===== config.mk =====
export PLATFORM = sky130hd
export DESIGN_NAME = led_ctrl
export DESIGN_NICKNAME = d
export VERILOG_FILES = /design/src/rtl/led_ctrl.sv
export SDC_FILE = /design/constraint.sdc
export NUM_CORES = 1
export LEC_CHECK = 0
export ABC_AREA = 1
export CAP_MARGIN = 5
export CORE_UTILIZATION = 44
export DETAILED_ROUTE_END_ITERATION = 16
export GPL_TIMING_DRIVEN = 0
export PLACE_DENSITY = 0.76
export SLEW_MARGIN = 20
export SYNTH_ARGS = -nofsm -noshare
export SYNTH_HDL_FRONTEND = slang
export SYNTH_SLANG_ARGS = --single-unit

===== constraint.sdc =====
create_clock -name clk -period 2.07 [get_ports clk]
set_input_delay 0.414 -clock clk [delete_from_list [all_inputs] [get_ports clk]]
set_output_delay 0.414 -clock clk [all_outputs]
set_load 0.02 [all_outputs]

===== src/rtl/led_ctrl.sv =====
// led_ctrl: bus-programmable 8-LED controller with blink modes and an error display.
//
// Optional feature macro: LED_CTRL_HEARTBEAT_EN
//   defined   -> in NORMAL, leds[7] shows the slow blink regardless of MODE[15:14]
//   undefined -> leds[7] follows MODE[15:14] like every other LED
//
// Parameters:
//   TICK_DIV  clocks per blink tick (2 .. 2^24)
// Ports:
//   clk       system clock, all state on rising edge
//   rst_n     asynchronous active-low reset
//   stb       one-cycle bus strobe
//   we        1 = write, 0 = read (qualified by stb)
//   addr      register select: 0 = MODE, 1 = CTRL
//   data_in   write data
//   data_out  combinational read data, zero unless reading
//   ack       access acknowledge (equal to stb)
//   err_req   hardware error request, level, active-high
//   err_code  error pattern, sampled with err_req
//   leds      registered LED drive
module led_ctrl #(
  parameter int unsigned TICK_DIV = 5000000
) (
  input  logic        clk,
  input  logic        rst_n,
  input  logic        stb,
  input  logic        we,
  input  logic        addr,
  input  logic [31:0] data_in,
  output logic [31:0] data_out,
  output logic        ack,
  input  logic        err_req,
  input  logic [7:0]  err_code,
  output logic [7:0]  leds
);

  localparam int unsigned CntW = (TICK_DIV > 1) ? $clog2(TICK_DIV) : 1;

  typedef enum logic [0:0] {StNormal, StError} state_e;

  state_e          state_q, state_d;
  logic [15:0]     mode_q, mode_d;
  logic [7:0]      code_q, code_d;
  logic [CntW-1:0] cnt_q, cnt_d;
  logic [2:0]      phase_q, phase_d;
  logic [7:0]      leds_q, leds_d;
  logic [1:0]      sync_q;
  logic            run;
  logic            tick;
  logic            fast, slow;
  logic            wr_mode, wr_clear;
  logic            err_active;
  logic            unused_data;

  assign unused_data = ^data_in[31:16];

  // Reset release is re-timed through two flops; counters hold until it arrives.
  always_ff @(posedge clk or negedge rst_n) begin
    if (!rst_n) sync_q <= 2'b00;
    else        sync_q <= {sync_q[0], 1'b1};
  end
  assign run = sync_q[1];

  // Free-running tick and phase counters, independent of bus and FSM.
  assign tick = run && (cnt_q == CntW'(TICK_DIV - 1));

  always_comb begin
    cnt_d   = cnt_q;
    phase_d = phase_q;
    if (run) begin
      cnt_d = tick ? '0 : cnt_q + 1'b1;
      if (tick) phase_d = phase_q + 3'd1;
    end
  end

  always_ff @(posedge clk or negedge rst_n) begin
    if (!rst_n) begin
      cnt_q   <= '0;
      phase_q <= 3'd0;
    end else begin
      cnt_q   <= cnt_d;
      phase_q <= phase_d;
    end
  end

  assign fast = phase_q[0];
  assign slow = phase_q[2];

  // Bus decode.
  assign ack      = stb;
  assign wr_mode  = stb && we && !addr;
  assign wr_clear = stb && we && addr && data_in[0];

  always_comb begin
    mode_d = mode_q;
    if (wr_mode) mode_d = data_in[15:0];
  end

  always_comb begin
    data_out = 32'h0;
    if (stb && !we) begin
      data_out = addr ? {15'b0, err_active, 8'b0, code_q} : {16'b0, mode_q};
    end
  end

  // FSM: state register.
  always_ff @(posedge clk or negedge rst_n) begin
    if (!rst_n) state_q <= StNormal;
    else        state_q <= state_d;
  end

  // FSM: next state and error-code latch. In ERROR a fresh err_req only
  // matters when it coincides with a clear write (new error beats clear).
  always_comb begin
    state_d = state_q;
    code_d  = code_q;
    unique case (state_q)
      StNormal: begin
        if (err_req) begin
          state_d = StError;
          code_d  = err_code;
        end
      end
      StError: begin
        if (wr_clear) begin
          if (err_req) code_d = err_code;
          else         state_d = StNormal;
        end
      end
      default: state_d = StNormal;
    endcase
  end

  // FSM: outputs.
  always_comb begin
    err_active = (state_q == StError);
    leds_d     = 8'h00;
    if (state_q == StError) begin
      leds_d = fast ? code_q : 8'h00;
    end else begin
      for (int i = 0; i < 8; i++) begin
        unique case (mode_q[2*i +: 2])
          2'b00: leds_d[i] = 1'b0;
          2'b01: leds_d[i] = 1'b1;
          2'b10: leds_d[i] = slow;
          2'b11: leds_d[i] = fast;
          default: leds_d[i] = 1'b0;
        endcase
      end
`ifdef LED_CTRL_HEARTBEAT_EN
      leds_d[7] = slow;
`else
      leds_d[7] = leds_d[7];
`endif
    end
  end

  always_ff @(posedge clk or negedge rst_n) begin
    if (!rst_n) begin
      mode_q <= 16'h0;
      code_q <= 8'h0;
      leds_q <= 8'h00;
    end else begin
      mode_q <= mode_d;
      code_q <= code_d;
      leds_q <= leds_d;
    end
  end

  assign leds = leds_q;

endmodule

==> results.txt, run 1 <==
----------------------------------------------------
[Finish]
  Commonest non-fill, non-tap cell in the layout ... sky130_fd_sc_hd__nor2_1
  Commonest cells after routing, fill and taps aside ... sky130_fd_sc_hd__nor2_1 (69), sky130_fd_sc_hd__inv_1 (64), sky130_fd_sc_hd__nand2_1 (64)
  Area of the multi-input gates ... 1420 µm²
  Layout cells sized above 1 ... 0.140
  Synthesis-to-layout area growth ... 29.1%
  Count of antenna diodes in the layout ... 0
  Final Util ... 0.586
  # fillers ... 686
  Post-Layout Inst Area ... 4250 µm²
  FF+latch area ... between 1500 and 2000 µm²
  # nets final ... 550

[Route]
  Via count ... 2,956
  Overall routed net length ... 7860 µm
  Number of DRC violations after detailed-routing iteration 0 ... 160
  Routed via count divided by cell count ... 4.89
  DRC ... 0
  Router iterations before antenna repair ... 4
  Remaining antenna violation count ... 0
  DR WL/cell ... 13.0 µm

[Global routing]
  Global-route usage over all layers ... 0.221
  Number of global-route vias before repair ... 2,886
  Wire length of the first global-routing pass ... about 13,000 µm
  GRT overflow ... 0
  Maximum number of pins on one net before global-route repair ... 32
  Number of antenna violations at the first check in global routing ... 0

[Critical path]
  CP max FO ... 7
  Data arrival time at the worst-slack endpoint ... around 1600 ps
  Required arrival time at the worst endpoint ... 1660 ps
  Capturing element type of the critical path ... primary output
  Start-to-end type of the worst setup path ... input pin to primary output
  Startpoint type of the worst setup path ... input pin

[Logic synthesis]
  Xor/xnor cell area share of the yosys netlist ... 0.0292
  Dominant combinational cell family by area after synthesis ... simple AND/OR/NAND/NOR gates
  Sequential share of the synthesized area ... 0.463
  Synthesized area per cell ... 7.83 µm²
  Post-synthesis adder-cell area fraction ... 0.00760
  Mux cell area share after synthesis ... 0.00304
  Synth Area in Compound Gates ... 0.101
  Yosys Warn Count ... 0
  Fraction of synthesis flops using an asynchronous set or reset pin ... 1.00
  Number of instances in the synthesized netlist ... 421
  Post-synth design cell area ... 3290 µm²
  Simple-gate area share of the yosys netlist ... 0.267
  Number of enable-type register cells in the synthesized netlist ... 0
  Number of different library cells in the post-synthesis netlist ... 31
  Most common flop cell mapped by yosys ... sky130_fd_sc_hd__dfrtp_1
  Post-synthesis sequential element count ... 61

[Clock network]
  Root cell of the clock tree ... sky130_fd_sc_hd__clkbuf_8
  Depth of the CTS H-tree ... 3
  Clock sinks ... 61
  Clock tree from TritonCTS ... done
  Number of buffers created by CTS ... 9
  Post-CTS clock slew at the launch and capture registers of the worst setup and hold paths ... 60 ps
  Buffers from clock root to sink, at most ... 2
  Clock latency of the later-clocked register in the worst-skew pair ... 350 ps

[Floorplan]
  Total Die Area ... just under 8000 µm²
  Number of primary I/O pins ... 87
  Die Height ... 88.5 µm
  Horizontal die dimension ... 88.5 µm
  Std-Cell Core Area ... 7250 µm²
  Starting Density ... 0.454
  Std cell rows ... 31

[STA]
  Worst-case hold slack ... between 300 and 400 ps
  Final setup slack of the worst path ... 96.0 ps
  Period utilization ... 0.954
  Number of max-slew violations in the final report ... 0
  Final Hold Vio Count ... 0
  Achievable Freq ... 0.507 GHz
  Clock Skew ... 7.21 ps
  Total negative setup slack ... 0 ps
  Minimum period implied by the final worst setup slack ... 1970 ps
  Pin slew with the least headroom to its limit ... 558 ps
  Count of endpoints failing setup in the final report ... 0
  Rel. slew slack ... 0.628

[Place]
  Number of buffers inserted by port buffering ... 55
  Final weighted congestion in routability-driven placement ... around 0.94
  Worst-case setup slack after placement ... -868 ps
  HPWL after DPL ... 5980 µm
  Placed cell areas ... 4040 µm²

[Power]
  Worst voltage drop across the vdd grid ... 0.418 mV
  Pleak ... 2.17 nW
  Cell Pwr Density ... 767 nW/µm²

[Worst hold path]
  Class of the tightest hold or removal check ... flip-flop to flip-flop

[Status]
  Outcome ... completed

[Run]
  Max-cap violation count ... 0

----------------------------------------------------
kinds of logic (layout without fill, tap and decap cells):
logic type / Yosys count / count (layout)
compound gates: 56 / 56
other cells: 2 / 16
buf+inv: 92 / 163
mux: 1 / 1
flops: 61 / 61
fa+ha+maj: 2 / 2
xor+xnor: 11 / 11
simple gates: 196 / 196
timing repair:
| action | CTS | global route |
|---|---|---|
| gates resized for setup | 59 | 1 |
| hold buffers | 1 | 0 |
| endpoints found under the hold margin | 1 | 0 |
| endpoints found under the setup margin | 18 | 1 |
| setup buffers | 0 | 0 |
synth_stat cells, drive strengths merged, types with 2 or more instances:
cell    number  area, µm²
nor2        79        344
nand2       70        278
inv         66        248
dfrtp       61       1530
a21oi       31        155
nand3       25        135
buf         20        146
nor3        13       65.1
xor2        11       96.3
nand4        8       50.1
o22ai        8       50.1
o32ai        7       61.3
o21ai        6       33.8
clkbuf       5       18.8
conb         2       7.51
ha           2       25.0
o31ai        2       15.0
critical path, stage by stage:
cell and delay [ps]:
sky130_fd_sc_hd__dlygate4sd2_1 270, sky130_fd_sc_hd__inv_1 90, sky130_fd_sc_hd__nor2_4 120, sky130_fd_sc_hd__nand2_2 120, sky130_fd_sc_hd__o22ai_1 220, sky130_fd_sc_hd__clkdlybuf4s15_1 330
state kept, by name, summed over array words and instances, names as in the netlist:
| register | count |
|---|---|
| cnt_q | 23 |
| code_q | 8 |
| err_active | 1 |
| leds | 8 |
| mode_q | 16 |
| phase_q | 3 |
| sync_q | 2 |
layout make-up:
type	count	area share
sequential	61	0.359
multi-input combinational	282	0.334
timing repair buffer	57	0.128
inverter	67	0.0594
buffer	24	0.0403
clock buffer	10	0.0324
tap	99	0.0291
clock inverter	5	0.0177
per-layer routing:
layer | track usage | vias up | routed length [µm]
li1 | - | 1470 | -
met3 | 0.0504 | 13 | 434
met2 | 0.379 | 97 | 3870
met5 | 0 | - | 0
met1 | 0.274 | 1376 | 3420
met4 | 0.0792 | 0 | 138
power breakdown:
group | internal (W) | switching (W)
Combinational | 0.000258 | 0.000374
Sequential | 0.00135 | 0.000115
Clock | 0.000697 | 0.000470
Total | 0.00230 | 0.000959
per-stage QoR:
| stage | std cells | total power (W) |
|---|---|---|
| 6_report | 605 | 0.00326 |
| 2_1_floorplan | 435 | 0.00188 |
| 5_1_grt | 605 | 0.00343 |
| 4_1_cts | 605 | 0.00327 |
| 3_5_place_dp | 590 | 0.00212 |
| 3_3_place_gp | 589 | 0.00209 |
path summary, 6_finish.rpt:
kind                       startpoint           to  cells after the start  slack [ps]
hold reg to reg             sync_q[0]    sync_q[1]                      0         350
hold / removal              sync_q[0]    sync_q[1]                      0         350
min in group asynchronous       rst_n    cnt_q[11]                      2         540
max in group asynchronous       rst_n   phase_q[0]                      3        1030
setup / recovery                  stb  data_out[3]                      6         100
setup reg to reg           phase_q[0]      leds[2]                      3         480
(Power assumes the default switching activity.)
==> run 2, diff against run 1 <==
CORE_UTILIZATION = 26   (was 44)
HOLD_SLACK_MARGIN = 0.03   (was default)
PLACE_DENSITY = 0.51   (was 0.76)
==> results.txt, run 2 (same netlist as run 1, synthesis figures left out) <==
----------------------------------------------------
[Route]
  Routed met3 length ... 514 µm
  Router iterations before antenna repair ... 4
  DR WL/cell ... 12.6 µm
  Number of DRC violations after detailed-routing iteration 0 ... approximately 140
  Routed met1 length ... 4020 µm
  Overall routed net length ... 8520 µm
  Routed via count divided by cell count ... 4.22
  Total length of routed met2 wires ... 3890 µm
  Via count ... 2,855
  Top Metal Used ... met4
  Remaining antenna violation count ... 0
  DRC ... 0

[Clock network]
  Number of buffers created by CTS ... 9
  Clock sinks ... 61
  Root cell of the clock tree ... sky130_fd_sc_hd__clkbuf_16
  Clock tree from TritonCTS ... done
  Post-CTS clock slew at the launch and capture registers of the worst setup and hold paths ... about 50 ps
  Post-CTS setup repair buffer count ... 0
  Clock latency of the later-clocked register in the worst-skew pair ... approximately 330 ps
  Depth of the CTS H-tree ... 3
  Buffers from clock root to sink, at most ... 2

[Finish]
  Final Util ... 0.367
  # nets final ... 551
  Number of flip-flops under the largest register name ... 23
  Post-Layout Inst Area ... 4460 µm²
  Commonest non-fill, non-tap cell in the layout ... sky130_fd_sc_hd__nor2_1
  Layout cells sized above 1 ... 0.161
  Biggest register ... cnt_q
  Biggest registers after layout ... cnt_q: 23 flops, mode_q: 16 flops
  Count of antenna diodes in the layout ... 0
  # fillers ... approximately 1,300
  Synthesis-to-layout area growth ... 35.4%
  Commonest cells after routing, fill and taps aside ... sky130_fd_sc_hd__nor2_1 (69), sky130_fd_sc_hd__nand2_1 (64), sky130_fd_sc_hd__inv_1 (63)

[STA]
  Worst-case hold slack ... 347 ps
  Final Hold Vio Count ... 0
  Period utilization ... 0.928
  Clock Skew ... 6.31 ps
  Rel. slew slack ... 0.623
  Pin slew with the least headroom to its limit ... around 570 ps
  Final setup slack of the worst path ... about 150 ps
  Number of max-slew violations in the final report ... 0
  Achievable Freq ... 0.521 GHz
  Minimum period implied by the final worst setup slack ... 1920 ps
  Total negative setup slack ... 0 ps
  Setup repair after global routing missed its margin ... false
  Count of endpoints failing setup in the final report ... 0

[Power]
  Net switching share of the total power ... 0.301
  Pleak ... 2.24 nW
  Worst voltage drop across the vdd grid ... 0.337 mV
  Relative contribution of the clock network to total power ... 0.423
  Cell Pwr Density ... 821 nW/µm²
  Sequential group share of total power ... 0.398
  Cell internal power dissipation ... between 0.002 and 0.003 W
  Logic pwr share ... 0.179
  Net Sw Power ... 0.00110 W

[Global routing]
  Wire length of the first global-routing pass ... approximately 15,000 µm
  Number of global-route vias before repair ... approximately 3,000
  Maximum number of pins on one net before global-route repair ... 51
  Number of antenna violations at the first check in global routing ... 0
  Global-route usage over all layers ... 0.144
  GRT overflow ... 0

[Critical path]
  Data arrival time at the worst-slack endpoint ... 1510 ps
  CP max FO ... 7
  Startpoint type of the worst setup path ... input pin
  Capturing element type of the critical path ... primary output
  Start-to-end type of the worst setup path ... input pin to primary output
  Required arrival time at the worst endpoint ... 1660 ps

[Floorplan]
  Die Height ... 115 µm
  Std-Cell Core Area ... 12,200 µm²
  Std cell rows ... 40
  Total Die Area ... 13,100 µm²
  Horizontal die dimension ... 115 µm
  Number of primary I/O pins ... 87
  Starting Density ... 0.271

[Place]
  Final weighted congestion in routability-driven placement ... 0.848
  Placed cell areas ... 4130 µm²
  Worst-case setup slack after placement ... -863 ps
  Number of buffers inserted by port buffering ... 55
  HPWL after DPL ... around 6400 µm

[Status]
  Outcome ... completed

[Run]
  Max-cap violation count ... 0

[Worst hold path]
  Class of the tightest hold or removal check ... flip-flop to flip-flop

----------------------------------------------------
-- run 2: worst paths after layout --
| check | from | endpoint | slack [ps] | depth (start not counted) |
|---|---|---|---|---|
| max in group asynchronous | rst_n | mode_q[11] | 1080 | 3 |
| max reg2reg | phase_q[0] | leds[5] | 450 | 3 |
| min in group asynchronous | rst_n | cnt_q[7] | 480 | 2 |
| min | sync_q[0] | sync_q[1] | 350 | 0 |
| min reg2reg | sync_q[0] | sync_q[1] | 350 | 0 |
| max | stb | data_out[6] | 150 | 6 |
-- run 2: worst max-delay path: stages --
cell and delay (ps):
sky130_fd_sc_hd__dlygate4sd2_1 250, sky130_fd_sc_hd__inv_1 90, sky130_fd_sc_hd__nor2_4 150, sky130_fd_sc_hd__nand2_4 100, sky130_fd_sc_hd__o21ai_0 210, sky130_fd_sc_hd__clkdlybuf4s15_2 290
-- run 2: metrics by stage --
stage               std cells  total power [W]
floorplan                 435          0.00188
detailed placement        659          0.00213
global placement          658          0.00211
finish                    676          0.00366
global route              676          0.00386
CTS                       676          0.00370
-- run 2: final cells by class --
| type | instances | area (µm²) | share of cell area |
|---|---|---|---|
| flip-flops and latches | 61 | 1530 | 0.342 |
| clock inverters | 7 | 81.3 | 0.0182 |
| plain buffers | 25 | 176 | 0.0396 |
| clock buffers | 9 | 225 | 0.0505 |
| repair buffers | 57 | 551 | 0.123 |
| inverters | 67 | 253 | 0.0567 |
| well taps | 168 | 210 | 0.0471 |
| multi-input cells | 282 | 1440 | 0.322 |
-- run 2: power groups by stage --
stage | combinational, W | sequential [W] | clock (W)
floorplan | 0.000425 | 0.00146 | 0
global route | 0.000741 | 0.00148 | 0.00164
global placement | 0.000638 | 0.00148 | 0
detailed placement | 0.000653 | 0.00148 | 0
finish | 0.000653 | 0.00146 | 0.00155
CTS | 0.000660 | 0.00146 | 0.00158
-- run 2: timing repair --
action | 4_1_cts | 5_1_grt
gates resized for setup | 80 | 5
endpoints found under the hold margin | 11 | 0
pin swaps | 2 | 1
endpoints found under the setup margin | 17 | 10
hold buffers | 1 | 0
-- run 2: metal layers --
layer | up-vias | GRT usage
li1 | 1472 | -
met4 | 0 | 0.0398
met2 | 80 | 0.244
met5 | - | 0
met3 | 8 | 0.0413
met1 | 1295 | 0.179
==> run 3, diff against run 2 <==
GPL_ROUTABILITY_DRIVEN = 0   (was default)
==> results of run 3 <==
The final DEF is identical to that of run 2; final timing and power are the same.
